===== config.mk =====
export PLATFORM = sky130hd
export DESIGN_NAME = spi_txn_sequencer
export DESIGN_NICKNAME = d
export VERILOG_FILES = /design/src/rtl/spi_seq_pkg.sv /design/src/rtl/spi_txn_sequencer_sync_fifo.sv /design/src/rtl/spi_txn_sequencer.sv
export SDC_FILE = /design/constraint.sdc
export NUM_CORES = 1
export LEC_CHECK = 0
export BUFFER_PORTS_ARGS = -buffer_cell sky130_fd_sc_hd__buf_4
export CORE_MARGIN = 4
export CORE_UTILIZATION = 40
export DETAILED_ROUTE_END_ITERATION = 12
export PLACE_DENSITY_LB_ADDON = 0.08
export RECOVER_POWER = 25
export SKIP_CTS_REPAIR_TIMING = 1
export SKIP_LAST_GASP = 1
export SLEW_MARGIN = 5
export SYNTH_ARGS = -nofsm -noshare
export SYNTH_HDL_FRONTEND = slang
export SYNTH_SLANG_ARGS = --single-unit

===== constraint.sdc =====
create_clock -name clk -period 8.4 [get_ports clk]
set_input_delay 1.26 -clock clk [delete_from_list [all_inputs] [get_ports clk]]
set_output_delay 1.26 -clock clk [all_outputs]
set_load 0.02 [all_outputs]

===== src/rtl/spi_seq_pkg.sv =====
// Shared types and widths for the SPI transaction sequencer.
package spi_seq_pkg;

  localparam int BYTE_W  = 8;
  localparam int TIMER_W = 8;

  typedef enum logic [1:0] {
    IDLE   = 2'd0,
    REQ    = 2'd1,
    ACTIVE = 2'd2
  } seq_state_t;

endpackage


===== src/rtl/spi_txn_sequencer_sync_fifo.sv =====
// Synchronous first-word fall-through FIFO. Pop on an empty FIFO is ignored;
// push on a full FIFO is accepted only when a pop frees the slot that cycle.
module sync_fifo #(
  parameter int WIDTH = 8,
  parameter int DEPTH = 8
) (
  input  logic                     clk,
  input  logic                     rst,
  input  logic                     push,
  input  logic [WIDTH-1:0]         wdata,
  input  logic                     pop,
  output logic [WIDTH-1:0]         rdata,
  output logic                     full,
  output logic                     empty,
  output logic [$clog2(DEPTH):0]   count
);

  localparam int AW = $clog2(DEPTH);

  logic [WIDTH-1:0] mem [DEPTH];
  logic [AW-1:0]    wr_ptr, rd_ptr;
  logic [AW:0]      cnt;
  logic             do_push, do_pop;

  assign empty   = (cnt == '0);
  assign full    = (cnt == (AW+1)'(DEPTH));
  assign count   = cnt;
  assign do_pop  = pop & ~empty;
  assign do_push = push & (~full | do_pop);
  // Head is forced to zero when empty so the output has a defined reset value.
  assign rdata   = empty ? '0 : mem[rd_ptr];

  // Pointer and occupancy bookkeeping; pointers wrap naturally (DEPTH is 2^n).
  always_ff @(posedge clk) begin
    if (rst) begin
      wr_ptr <= '0;
      rd_ptr <= '0;
      cnt    <= '0;
    end else begin
      if (do_push) wr_ptr <= wr_ptr + 1'b1;
      if (do_pop)  rd_ptr <= rd_ptr + 1'b1;
      if (do_push && !do_pop)      cnt <= cnt + 1'b1;
      else if (!do_push && do_pop) cnt <= cnt - 1'b1;
    end
  end

  // Storage array; contents need no reset since the head is gated by empty.
  always_ff @(posedge clk) begin
    if (do_push) mem[wr_ptr] <= wdata;
  end

endmodule


===== src/rtl/spi_txn_sequencer.sv =====
// Byte-stream front end for the SPI master: TX FIFO -> one frame per byte ->
// RX FIFO. Tracks each frame through the master's chip select.
import spi_seq_pkg::*;

module spi_txn_sequencer #(
  parameter int DEPTH   = 8,
  parameter int TIMEOUT = 255
) (
  input  logic              clk,
  input  logic              rst,
  input  logic [BYTE_W-1:0] tx_data,
  input  logic              tx_valid,
  output logic              tx_ready,
  output logic [BYTE_W-1:0] rx_data,
  output logic              rx_valid,
  input  logic              rx_ready,
  output logic [BYTE_W-1:0] spi_din,
  output logic              spi_newd,
  input  logic              spi_cs,
  input  logic [BYTE_W-1:0] spi_dout,
  output logic              busy,
  output logic              timeout_err,
  input  logic              err_clr
);

  localparam int CW = $clog2(DEPTH) + 1;

  seq_state_t         state;
  logic               cs_q, cs_fall, cs_rise;
  logic [TIMER_W-1:0] timer;
  logic [BYTE_W-1:0]  shadow;

  logic [BYTE_W-1:0]  tx_head;
  logic               tx_full, tx_empty, tx_pop, tx_push;
  logic               rx_full, rx_empty, rx_push;
  logic [CW-1:0]      tx_count, rx_count;
  logic               launch, timer_hit, timeout_hit;
  logic               unused_cnt;

  assign cs_fall   = cs_q & ~spi_cs;
  assign cs_rise   = ~cs_q & spi_cs;
  assign timer_hit = (timer == TIMER_W'(TIMEOUT));

  // One frame in flight at most, and its RX slot is reserved before launch.
  assign launch = (state == IDLE) && !tx_empty && !rx_full;

  // Edge completion wins over a timeout landing on the same cycle.
  assign timeout_hit = timer_hit &&
                       (((state == REQ)    && !cs_fall) ||
                        ((state == ACTIVE) && !cs_rise));

  // The byte leaves TX when the master accepts it, or is discarded if the
  // request times out. An ACTIVE abort has already popped its byte.
  assign tx_pop  = (state == REQ) && (cs_fall || timeout_hit);
  assign rx_push = (state == ACTIVE) && cs_rise;
  assign tx_push = tx_valid & tx_ready;

  assign tx_ready   = ~tx_full;
  assign rx_valid   = ~rx_empty;
  assign busy       = (state != IDLE);
  assign unused_cnt = ^{tx_count, rx_count};

  sync_fifo #(.WIDTH(BYTE_W), .DEPTH(DEPTH)) u_tx (
    .clk   (clk),
    .rst   (rst),
    .push  (tx_push),
    .wdata (tx_data),
    .pop   (tx_pop),
    .rdata (tx_head),
    .full  (tx_full),
    .empty (tx_empty),
    .count (tx_count)
  );

  sync_fifo #(.WIDTH(BYTE_W), .DEPTH(DEPTH)) u_rx (
    .clk   (clk),
    .rst   (rst),
    .push  (rx_push),
    .wdata (shadow),
    .pop   (rx_ready),
    .rdata (rx_data),
    .full  (rx_full),
    .empty (rx_empty),
    .count (rx_count)
  );

  // cs edge detector; idles high so a frame already low at reset is not
  // mistaken for a fresh launch (IDLE ignores edges anyway).
  always_ff @(posedge clk) begin
    if (rst) cs_q <= 1'b1;
    else     cs_q <= spi_cs;
  end

  // Sticky error flag; a new timeout beats a simultaneous clear.
  always_ff @(posedge clk) begin
    if (rst)              timeout_err <= 1'b0;
    else if (timeout_hit) timeout_err <= 1'b1;
    else if (err_clr)     timeout_err <= 1'b0;
  end

  // Shadow tracks dout while the frame is live; the master clears dout on
  // the edge cs rises, so the value held here is the received byte.
  always_ff @(posedge clk) begin
    if (rst)                              shadow <= '0;
    else if (state == ACTIVE && !spi_cs)  shadow <= spi_dout;
  end

  // Sequencer FSM with saturating watchdog timer.
  always_ff @(posedge clk) begin
    if (rst) begin
      state    <= IDLE;
      spi_din  <= '0;
      spi_newd <= 1'b0;
      timer    <= '0;
    end else begin
      case (state)
        IDLE: begin
          if (launch) begin
            state    <= REQ;
            spi_din  <= tx_head;
            spi_newd <= 1'b1;
            timer    <= '0;
          end
        end
        REQ: begin
          // newd stays up until the master's slow sclk edge picks it up.
          if (cs_fall) begin
            state    <= ACTIVE;
            spi_newd <= 1'b0;
            timer    <= '0;
          end else if (timeout_hit) begin
            state    <= IDLE;
            spi_newd <= 1'b0;
          end else if (timer != '1) begin
            timer <= timer + 1'b1;
          end
        end
        ACTIVE: begin
          if (cs_rise || timeout_hit) begin
            state    <= IDLE;
            spi_newd <= 1'b0;
          end else if (timer != '1) begin
            timer <= timer + 1'b1;
          end
        end
        default: begin
          state    <= IDLE;
          spi_newd <= 1'b0;
        end
      endcase
    end
  end

endmodule


Word-level counts from Yosys, hierarchy flattened
Memories as Yosys holds them, arrays and structs flattened. A register that Yosys moved wholly into a read port is not among the register bits.
Cells that the tools add are included.
{"block": "op_classes", "reduce_logical": 35, "muxes": 29, "eq_ne": 11, "add_sub_neg": 9, "n_bitwise": 15}
{"operator": "$mux 8", "count": 6}
{"operator": "$pmux 8 s3", "count": 1}
{"operator": "$mux 4", "count": 4}
{"operator": "$add 3x1->3 const B", "count": 4}
{"operator": "$logic_and 1x1->1", "count": 12}
{"operator": "$mux 1", "count": 10}
{"operator": "$logic_not 1->1", "count": 9}
{"operator": "$add 4x1->4 const B", "count": 2}
{"operator": "$add 8x1->8 const B", "count": 1}
{"operator": "$eq 4x4->1 const B", "count": 2}
{"operator": "$eq 8x8->1 const B", "count": 1}
{"operator": "$logic_not 4->1", "count": 2}
{"operator": "$mux 2", "count": 4}
{"operator": "$ne 8x8->1 const B", "count": 1}
{"operator": "$reduce_bool 2->1", "count": 4}
{"operator": "$sub 4x1->4 const B", "count": 2}
{"operator": "$and 1x1->1", "count": 7}
{"operator": "$mux 3", "count": 2}
{"operator": "$ne 3x3->1 const B", "count": 2}
{"operator": "$not 1->1", "count": 6}
{"operator": "$pmux 2 s3", "count": 1}
{"operator": "$ne 2x2->1 const B", "count": 2}
{"operator": "$reduce_and 4->1", "count": 1}
{"operator": "$logic_or 1x1->1", "count": 3}
{"operator": "other kinds (9)", "count": 10}
{"block": "word_totals", "input_bits": 22, "ff_bits": 41, "n_memories": 2, "out_inout_bits": 21, "elab_cells": 113, "ramBits": 128}
{"name": "u_rx.mem", "words": 8, "word_bits": 8, "rd": 1, "rd_ports_with_merged_regs": 1, "wr": 1, "line": "spi_txn_sequencer_sync_fifo.sv:20", "text": "logic [WIDTH-1:0] mem [DEPTH];"}
{"name": "u_tx.mem", "words": 8, "word_bits": 8, "rd": 1, "rd_ports_with_merged_regs": 1, "wr": 1, "line": "spi_txn_sequencer_sync_fifo.sv:20"}

Depth between registers and ports, before layout
Gate-level depths: netlist (run 1).
{"block": "logic_depth", "ltp_word": 15, "ltp_mapped": 14, "mapped_depth_nobuf": 13}

Modules after synthesis
Synthesis (run 1) repeated with hierarchy kept, for this count alone.
{"block": "hier_totals", "hier_cells": 510, "area_unflattened_um2": 7563.5}
{"mod": "sync_fifo", "seq_area_each_um2": 2182.1, "area_each_um2": 3093.0, "instances": 2, "cells_each": 174}
{"mod": "spi_txn_sequencer", "seq_area_each_um2": 580.6, "area_each_um2": 1377.6, "instances": 1, "cells_each": 162}

Worst setup path after synthesis (run 1)
OpenSTA, ideal clock, no wires.
{"block": "synth_timing", "path_kind": "input-to-reg", "start": "in spi_cs", "end": "reg u_tx.cnt[3], in the netlist u_tx.count[3]", "t_arrival_ns": 3.116, "t_required_ns": 8.329, "path_slack_ns": 5.213, "setup_ns": 0.071, "cell_stages": 11, "path_buffers": 0, "path_cell_list": "and2b_1 o211a_2 inv_2 ha_1 inv_1 ha_1 a21o_1 a21oi_1 xnor2_1 or3_1 a21oi_1"}
{"block": "synth_via", "elab_chain_len": 14, "word_cells_on_any_way": 20, "cone_classes": "mux: 1; bitwise: 6; reduce/logical: 13"}
{"element": "start, declared", "line": "spi_txn_sequencer.sv:19", "text": "input logic spi_cs,"}
{"element": "$not 1->1", "line": "spi_txn_sequencer.sv:40", "text": "assign cs_fall = cs_q & ~spi_cs;"}
{"element": "$and 1x1->1", "line": "spi_txn_sequencer.sv:40"}
{"element": "$logic_not 1->1", "line": "spi_txn_sequencer.sv:49", "text": "(((state == REQ) && !cs_fall) ||"}
{"element": "$logic_and 1x1->1", "line": "spi_txn_sequencer.sv:49"}
{"element": "$logic_or 1x1->1", "line": "spi_txn_sequencer.sv:49"}
{"element": "$logic_and 1x1->1", "line": "spi_txn_sequencer.sv:48", "text": "assign timeout_hit = timer_hit &&"}
{"element": "$logic_or 1x1->1 (*)", "line": "spi_txn_sequencer.sv:54", "text": "assign tx_pop = (state == REQ) && (cs_fall || timeout_hit);"}
{"element": "$logic_and 1x1->1 (*)", "line": "spi_txn_sequencer.sv:54"}
{"element": "$and 1x1->1 (*)", "line": "spi_txn_sequencer_sync_fifo.sv:28", "text": "assign do_pop = pop & ~empty;"}
{"element": "$or 1x1->1", "line": "spi_txn_sequencer_sync_fifo.sv:29", "text": "assign do_push = push & (~full | do_pop);"}
{"element": "$and 1x1->1", "line": "spi_txn_sequencer_sync_fifo.sv:29"}
{"element": "$logic_not 1->1", "line": "spi_txn_sequencer_sync_fifo.sv:43", "text": "else if (!do_push && do_pop) cnt <= cnt - 1'b1;"}
{"element": "$logic_and 1x1->1", "line": "spi_txn_sequencer_sync_fifo.sv:43"}
{"element": "$reduce_bool 2->1 (no source line)"}
{"element": "end signal, assigned", "line": "spi_txn_sequencer_sync_fifo.sv:42", "text": "if (do_push && !do_pop) cnt <= cnt + 1'b1;"}
{"element": "end signal, assigned", "line": "spi_txn_sequencer_sync_fifo.sv:43"}
{"element": "end, declared", "line": "spi_txn_sequencer_sync_fifo.sv:22", "text": "logic [AW:0] cnt;"}
Mark *: on every way between the ends. The rest lies on a longest branch, timed or not.
A chain may end at the register's enable or synchronous reset.

==> results.cfg, run 1 <==
[outcome]
outcome = finished clean

[routing]
wl_mm = 14.1
ant_nets = 0
drtIter0Drc = 238
wl_per_cell_um = 18.4
viasPerCell = 5.15
vias = 3954
drc_errors = 0
dr.pass1.iters = 4

[clock_tree]
ctsLongestPathBuffers = 2
clock_latency_ns = 0.43
cts_buffers = 17
htreeDepth = 4
clkTransAtPathRegs_ns = 0.07
clkSinkCount = 179
tritoncts = done
cts.root.buffer_cell = clkbuf_16

[grt]
grt_pass1_wl_mm = 22.2
gr-total-overflow = 0
grtUsageTotal_pct = 14.6
grt_max_degree = 50
grt_pass1_vias = 4030
antenna_found_initial = 0

[placed_design]
io_buffers = 42
finalWeightedCongestion = 0.767
dpl_worst_slack_ns = 4.92
hpwlAfterDp_mm = 9.00

[setup_path]
r2r-start = u_rx.count[0]$_SDFFE_PP0P_
timing.rr.end = u_rx.count[3]$_SDFFE_PP0P_
cp_max_fo = 16
crit_end = rx_data[5]
worstPathArrival_ns = 2.22
reg2reg_slack_ns = 5.25
criticalPathCategory = reg2out
cp-end-kind = output pin
worstRegToRegCells = 11
startpoint_type = flop
cp.required_ns = 7.14

[floorplan]
dieArea_um2 = 20400
coreArea_um2 = 17900
die_h_um = 143
initial_core_util_pct = 40.6
rows = 49
io_pins = 43
die_width_um = 143

[sta]
period_share_pct = 41.4
hold_ws_ns = 0.493
fin_worst_skew_ns = 0.0104
rsz0062_at_grt = no
setup_ws_ns = 4.92
fmax_mhz = 288
slew_viol_final = 0
slew_headroom_pct = 25.6
final-hold-violation-count = 0
period_minus_slack_ns = 3.48
tns_ns = 0
tightestPinTransition_ns = 1.11
final-setup-viol-count = 0

[yosys]
synthCells = 477
synth_compound_area_share_pct = 4.87
synth_ff_type = edfxtp_1
avgSynthCellArea_um2 = 15.2
synth_top_cell_by_area = edfxtp_1
ys_seq_elements = 179
synth_nets = 515
synth_top_cell_area_share_pct = 52.8
ys_warn_count = 0
synthSimpleGateAreaFrac_pct = 8.09
synth_edf_count = 128
yosysSeqAreaShare_pct = 66.9
synthTopCellsByArea = edfxtp_1, dfxtp_1, mux4_2
synthAdderAreaFrac_pct = 2.96
synth_xor_area_share_pct = 1.57
synth_mux_area_share_pct = 13.9
synthArstFlopShare_pct = 0
syn_area_um2 = 7270
yosysUniqueCellTypes = 56
synth_top_family_by_area = multiplexers

[finish]
layout-drive-gt1-share_pct = 22.4
area_delta_synth_final_pct = 16.1
antenna_cells = 0
fin_nets = 564
final_core_util_pct = 47.2

[flow_run]
drv_cap = 0

[power]
power.density_nw_per_um2 = 281
p_leak_nw = 2.85
vdd_drop_max_mv = 0.156

[worst_hold_path]
hold_depth = 2
worstHoldPathType = reg2reg
[layer usage]
| metal | wire (um) | vias up | share of wire (%) | global-route usage (%) |
|---|---|---|---|---|
| met2 | 7660 | 50 | 54 | 26.3 |
| li1 | - | 1923 | - | - |
| met3 | 390 | 12 | 2.8 | 3.11 |
| met5 | 0 | - | 0 | 0 |
| met1 | 5950 | 1969 | 42 | 17.2 |
| met4 | 154 | 0 | 1.1 | 5.40 |
[cells in the mapped netlist (all sizes together), types with 3 or more instances]
library cell and number:
inv 11, xnor2 6, a21oi 22, or4 3
nand3 4, dfxtp 51, nor2 66, nor4 4
nor3 12, o21ai 8, nand2b 6, mux4 32
xor2 7, a211oi 3, mux2i 29, buf 13
ha 14, clkbuf 5, nand2 16, edfxtp 128
[how the worst min path moves through the flow]
stage               slack, ns                         from                           to
floorplan                0.45  u_rx.rd_ptr[1]$_SDFFE_PP0N_                         flop
global placement         0.48      spi_din[4]$_SDFFE_PP0P_      spi_din[4]$_SDFFE_PP0P_
detailed placement       0.48      spi_din[4]$_SDFFE_PP0P_      spi_din[4]$_SDFFE_PP0P_
CTS                      0.50      spi_din[4]$_SDFFE_PP0P_      spi_din[4]$_SDFFE_PP0P_
global route             0.52  u_rx.rd_ptr[1]$_SDFFE_PP0N_  u_rx.rd_ptr[1]$_SDFFE_PP0N_
finish                   0.49      spi_din[4]$_SDFFE_PP0P_      spi_din[4]$_SDFFE_PP0P_
[state kept, by name, indices dropped and copies added, names as in the netlist, 4 cells and up, named ones only]
name / cells
spi_din: 8
u_tx.mem: 64
shadow: 8
timer: 8
u_tx.count: 4
u_rx.mem: 64
u_rx.count: 4
[power by group]
group / total [mW] / switching, mW / internal (mW)
logic: 0.518 / 0.299 / 0.218
clock network: 0.799 / 0.350 / 0.449
registers: 1.05 / 0.0508 / 1.00
total: 2.37 / 0.700 / 1.67
[layout by cell type (no fill, tap or decap), drive strengths merged, types with 3 or more instances in the layout]
cell type  count
edfxtp       128
nor2          66
dfxtp         51
buf           44
mux4          32
mux2i         29
a21oi         22
clkbuf        22
inv           17
nand2         16
ha            14
nor3          12
o21ai          8
xor2           7
nand2b         6
xnor2          6
clkinv         6
nand3          4
nor4           4
or4            3
a211oi         3
[kinds of logic after synthesis]
logic type | Yosys count
mux | 61
compound gates | 53
fa+ha+maj | 16
simple gates | 125
xor+xnor | 13
buf+inv | 30
flops | 179
[cell type report]
type / instances / area [um2]
Clock buffer: 18 / 429
Clock inverter: 14 / 170
Fill cell: 1559 / 9460
Inverter: 12 / 45.0
Multi-Input combinational cell: 268 / 2300
Sequential cell: 179 / 4860
Tap cell: 229 / 287
Timing Repair Buffer: 48 / 345
[through the flow]
step	area, um2	cells	power [mW]
after CTS	8460	768	2.40
after global placement	7860	736	1.59
after detailed placement	7860	736	1.60
final	8440	768	2.37
after floorplan	7270	477	1.43
after global routing	8440	768	2.49
[critical path, stage by stage, from the launching register on]
cell and delay (ns):
dfxtp_1 0.89, mux4_2 0.42, mux2i_1 0.19, nor2_1 0.08, buf_4 0.21
Note: power is estimated with default switching activity, not from simulation.
==> inputs of run 2 (changes only) <==
- clock period: 8.4 -> 2.95 ns (I/O delays scaled with it)
==> results.cfg, run 2 (synthesis gave the netlist of run 1 again) <==
[clock_tree]
clkTransAtPathRegs_ns = 0.06
htreeDepth = 4
ctsLongestPathBuffers = 2
cts.root.buffer_cell = clkbuf_16
cts_buffers = 17
clkSinkCount = 179
clock_latency_ns = 0.42
tritoncts = done

[power]
p_leak_nw = 2.97
power.density_nw_per_um2 = 770
vdd_drop_max_mv = 0.412
finalPower_mw = 6.62

[finish]
final_common_cell = edfxtp_1
layout-drive-gt1-share_pct = 25.8
area_delta_synth_final_pct = 18.1
layoutNonFillerInstCount = 795
antenna_cells = 0
largestRegisters = u_rx.mem: 64 flops, u_tx.mem: 64 flops
final_cell_mix = edfxtp_1, buf_4, nor2_1, dfxtp_1, mux4_2
num-fill-cells = 1606
fin_nets = 592

[sta]
tns_ns = 0
hold_ws_ns = 0.247
tightestPinTransition_ns = 0.650
fin_worst_skew_ns = 0.00679
period_minus_slack_ns = 2.77
final-hold-violation-count = 0
fmax_mhz = 362
slew_viol_final = 0
period_share_pct = 93.7
final-setup-viol-count = 0
slew_headroom_pct = 56.6
setup_ws_ns = 0.185

[setup_path]
path_delay_family = compound AO/OA/AOI/OAI gates
critical-path-max-stage-delay_ns = 0.37
path_cells = ha_2 -> nand2_2 -> nor3_4 -> o211a_4 -> inv_2 -> ha_1 -> inv_1 -> ha_1 -> a21o_1 -> a21oi_1 -> xnor2_1 -> or3_1 -> a21oi_1
criticalPathCategory = reg2reg
worstPathArrival_ns = 3.12
cp.required_ns = 3.30
crit_buf_inv = 2
cp_max_fo = 5
startpoint_type = flop
cp-end-kind = flop
cp_slowest_cell = dfxtp_1

[flow_run]
drv_cap = 0

[grt]
grt_pass1_wl_mm = 23.1
grtUsageTotal_pct = 15.0
antenna_found_initial = 0
grt_max_degree = 50
gr-total-overflow = 0
grt_pass1_vias = 4244

[floorplan]
coreArea_um2 = 17900
dieArea_um2 = 20400
rows = 49
io_pins = 43
initial_core_util_pct = 40.6
die_h_um = 143
die_width_um = 143

[routing]
dr.pass1.iters = 4
viasPerCell = 5.21
wl_mm = 14.5
vias = 4139
wl_per_cell_um = 18.3
drc_errors = 0
ant_nets = 0
drtIter0Drc = 206

[placed_design]
dpl_worst_slack_ns = 0.0699
hpwlAfterDp_mm = 9.70
place_inst = 764
finalWeightedCongestion = 0.760
io_buffers = 42

[outcome]
outcome = finished clean

[worst_hold_path]
worstHoldPathType = in2reg
## run 2: cell type report
cell class / count / area (um2) / share of cell area [%]
clock inverter: 12 / 98.8 / 1.15
timing repair buffer: 76 / 541 / 6.29
inverter: 12 / 45.0 / 0.524
multi-input combinational: 268 / 2310 / 26.9
sequential: 179 / 4860 / 56.6
clock buffer: 19 / 443 / 5.16
tap: 229 / 287 / 3.33
## run 2: worst register-to-register path, cell delays in order (launching register included)
cell and delay (ns):
dfxtp_1 0.37, ha_2 0.24, nand2_2 0.12, nor3_4 0.26, o211a_4 0.22, inv_2 0.03
ha_1 0.21, inv_1 0.12, ha_1 0.24, a21o_1 0.18, a21oi_1 0.18, xnor2_1 0.10
or3_1 0.30, a21oi_1 0.14
## run 2: path summary, 6_finish.rpt
check | startpoint | to | slack (ns) | cells past startpoint
setup reg to reg | timer[0]$_SDFFE_PP0P_ | u_tx.count[3]$_SDFFE_PP0P_ | 0.18 | 13
hold / removal | spi_cs | cs_q$_SDFF_PP1_ | 0.25 | 2
hold reg to reg | spi_din[3]$_SDFFE_PP0P_ | spi_din[3]$_SDFFE_PP0P_ | 0.49 | 2
setup / recovery | timer[0]$_SDFFE_PP0P_ | u_tx.count[3]$_SDFFE_PP0P_ | 0.18 | 13
## run 2: through the flow
stage               util (%)  instance area (um2)
floorplan                  -                 7270
global route            48.0                 8590
global placement        45.0                 8050
CTS                     48.0                 8590
finish                  48.0                 8590
detailed placement      45.0                 8050
## run 2: metal layers
metal | wire length, um | global-route usage [%] | share of wire, % | up-vias
met5 | 0 | 0 | 0 | -
li1 | - | - | - | 1980
met3 | 358 | 3.22 | 2.5 | 17
met2 | 7700 | 26.1 | 53 | 60
met4 | 187 | 4.45 | 1.3 | 0
met1 | 6300 | 19.0 | 43 | 2082
## run 2: power by group
part / switching (mW) / total [mW] / internal, mW / leakage (nW)
logic: 0.885 / 1.58 / 0.693 / 1.11
registers: 0.119 / 2.97 / 2.85 / 1.60
clock network: 0.960 / 2.07 / 1.11 / 0.260
total: 1.96 / 6.62 / 4.66 / 2.97
==> inputs of run 3 (changes only) <==
- CORE_ASPECT_RATIO: not set -> 0.8
==> results.cfg, run 3 (synthesis gave the netlist of run 1 again) <==
[setup_path]
cp_slowest_cell = or4b_4
cp.depth = 11
criticalPathCategory = reg2reg
cp_max_fo = 5
worstPathArrival_ns = 3.07
cp.required_ns = 3.30
path_cells = or4b_4 -> o21ai_4 -> inv_2 -> ha_1 -> inv_1 -> ha_1 -> a21o_1 -> a21oi_2 -> xnor2_1 -> or3_1 -> a21oi_1
critical-path-max-stage-delay_ns = 0.58
path_delay_family = simple AND/OR/NAND/NOR gates
crit_buf_inv = 2
cp-end-kind = flop
worstRegToRegCells = 11
startpoint_type = flop
crit_top_cell = ha_1

[sta]
slew_viol_final = 0
final-setup-viol-count = 0
slew_headroom_pct = 52.2
rsz0062_at_grt = no
fin_worst_skew_ns = 0.0103
period_share_pct = 92.3
hold_ws_ns = 0.250
final-hold-violation-count = 0
tightestPinTransition_ns = 0.716
fmax_mhz = 367
tns_ns = 0
period_minus_slack_ns = 2.72

[floorplan]
initial_core_util_pct = 41.3
dieArea_um2 = 20400
coreArea_um2 = 17600
die_width_um = 159
rows = 43
die_h_um = 129
io_pins = 43

[routing]
drc_errors = 0
viasPerCell = 5.19
vias = 4091
ant_nets = 0
dr.pass1.iters = 5
wl_mm = 14.6
wl_per_cell_um = 18.5
drtIter0Drc = 290

[power]
p_seq_share_pct = 43.2
combPwrFrac_pct = 23.2
p_leak_nw = 2.96
p_sw_share_pct = 29.8
power_switching_mw = 2.05
finalPower_mw = 6.87
vdd_drop_max_mv = 0.347
p_int_mw = 4.82
power_frac_clock_pct = 33.6
power.density_nw_per_um2 = 796

[placed_design]
placed_area_um2 = 8010
finalWeightedCongestion = 0.763
place_inst = 755
io_buffers = 42
hpwlAfterDp_mm = 9.37

[finish]
num-fill-cells = 1523
area_delta_synth_final_pct = 18.7
layoutNonFillerInstCount = 788
final_cell_mix = edfxtp_1, nor2_1, buf_4, dfxtp_1, mux4_2
largestRegisters = u_rx.mem: 64 flops, u_tx.mem: 64 flops
layout-drive-gt1-share_pct = 26.1
final_common_cell = edfxtp_1
antenna_cells = 0
fin_nets = 588
final_area_um2 = 8630

[clock_tree]
clkSinkCount = 179
clock_latency_ns = 0.43
cts.root.buffer_cell = clkbuf_16
clkTransAtPathRegs_ns = 0.07
ctsLongestPathBuffers = 2
cts_buffers = 17
tritoncts = done
htreeDepth = 4

[flow_run]
drv_cap = 0

[grt]
grt_max_degree = 50
grt_pass1_vias = 4153
gr-total-overflow = 0
grtUsageTotal_pct = 15.0
antenna_found_initial = 0
grt_pass1_wl_mm = 23.3

[worst_hold_path]
hold_depth = 2
worstHoldPathType = in2reg

[outcome]
outcome = finished clean
==> run 3: cell types whose count changed in the layout (fill, tap and decap cells not counted), moves of 2 or more <==
cell / change
buf_4: -4
clkinv_2: -2
clkinv_8: +3
dfxtp_1: -2
dfxtp_2: +2
bufinv_16: +2
==> run 3: power groups by stage <==
stage	Combinational (mW)	Clock, mW	Sequential [mW]
floorplan	1.00	0	3.06
global placement	1.59	0	3.01
detailed placement	1.60	0	3.02
CTS	1.60	2.37	2.96
global route	1.77	2.49	2.99
finish	1.59	2.31	2.97
==> run 3: metal layers <==
metal	vias up	wire [um]	track usage (%)
met4	0	131	4.74
met3	11	684	3.91
met5	-	0	0
li1	1966	-	-
met1	2031	7260	21.5
met2	83	6500	22.9
==> run 3: area by class of cell <==
| type | instances | area [um2] | area share, % |
|---|---|---|---|
| Tap cell | 225 | 282 | 3.26 |
| Timing Repair Buffer | 72 | 510 | 5.91 |
| Clock inverter | 15 | 194 | 2.25 |
| Inverter | 12 | 45.0 | 0.522 |
| Sequential cell | 179 | 4870 | 56.4 |
| Clock buffer | 17 | 425 | 4.93 |
| Multi-Input combinational cell | 268 | 2310 | 26.8 |
==> run 3: final timing paths <==
kind,slack [ns],startpoint,to
worst min register to register,0.49,u_rx.rd_ptr[1]$_SDFFE_PP0N_,flop
worst min-delay path,0.25,spi_cs,cs_q$_SDFF_PP1_
worst max-delay path,0.23,u_rx.count[1]$_SDFFE_PP0P_,u_rx.count[3]$_SDFFE_PP0P_
worst max register to register,0.23,u_rx.count[1]$_SDFFE_PP0P_,u_rx.count[3]$_SDFFE_PP0P_
==> run 3: per-stage QoR <==
stage / util, % / setup WS, ns
floorplan: - / 0.138
global placement: 45.5 / 0.188
detailed placement: 45.5 / 0.109
CTS: 49.0 / 0.0894
global route: 49.1 / 0.0213
finish: 49.1 / 0.228
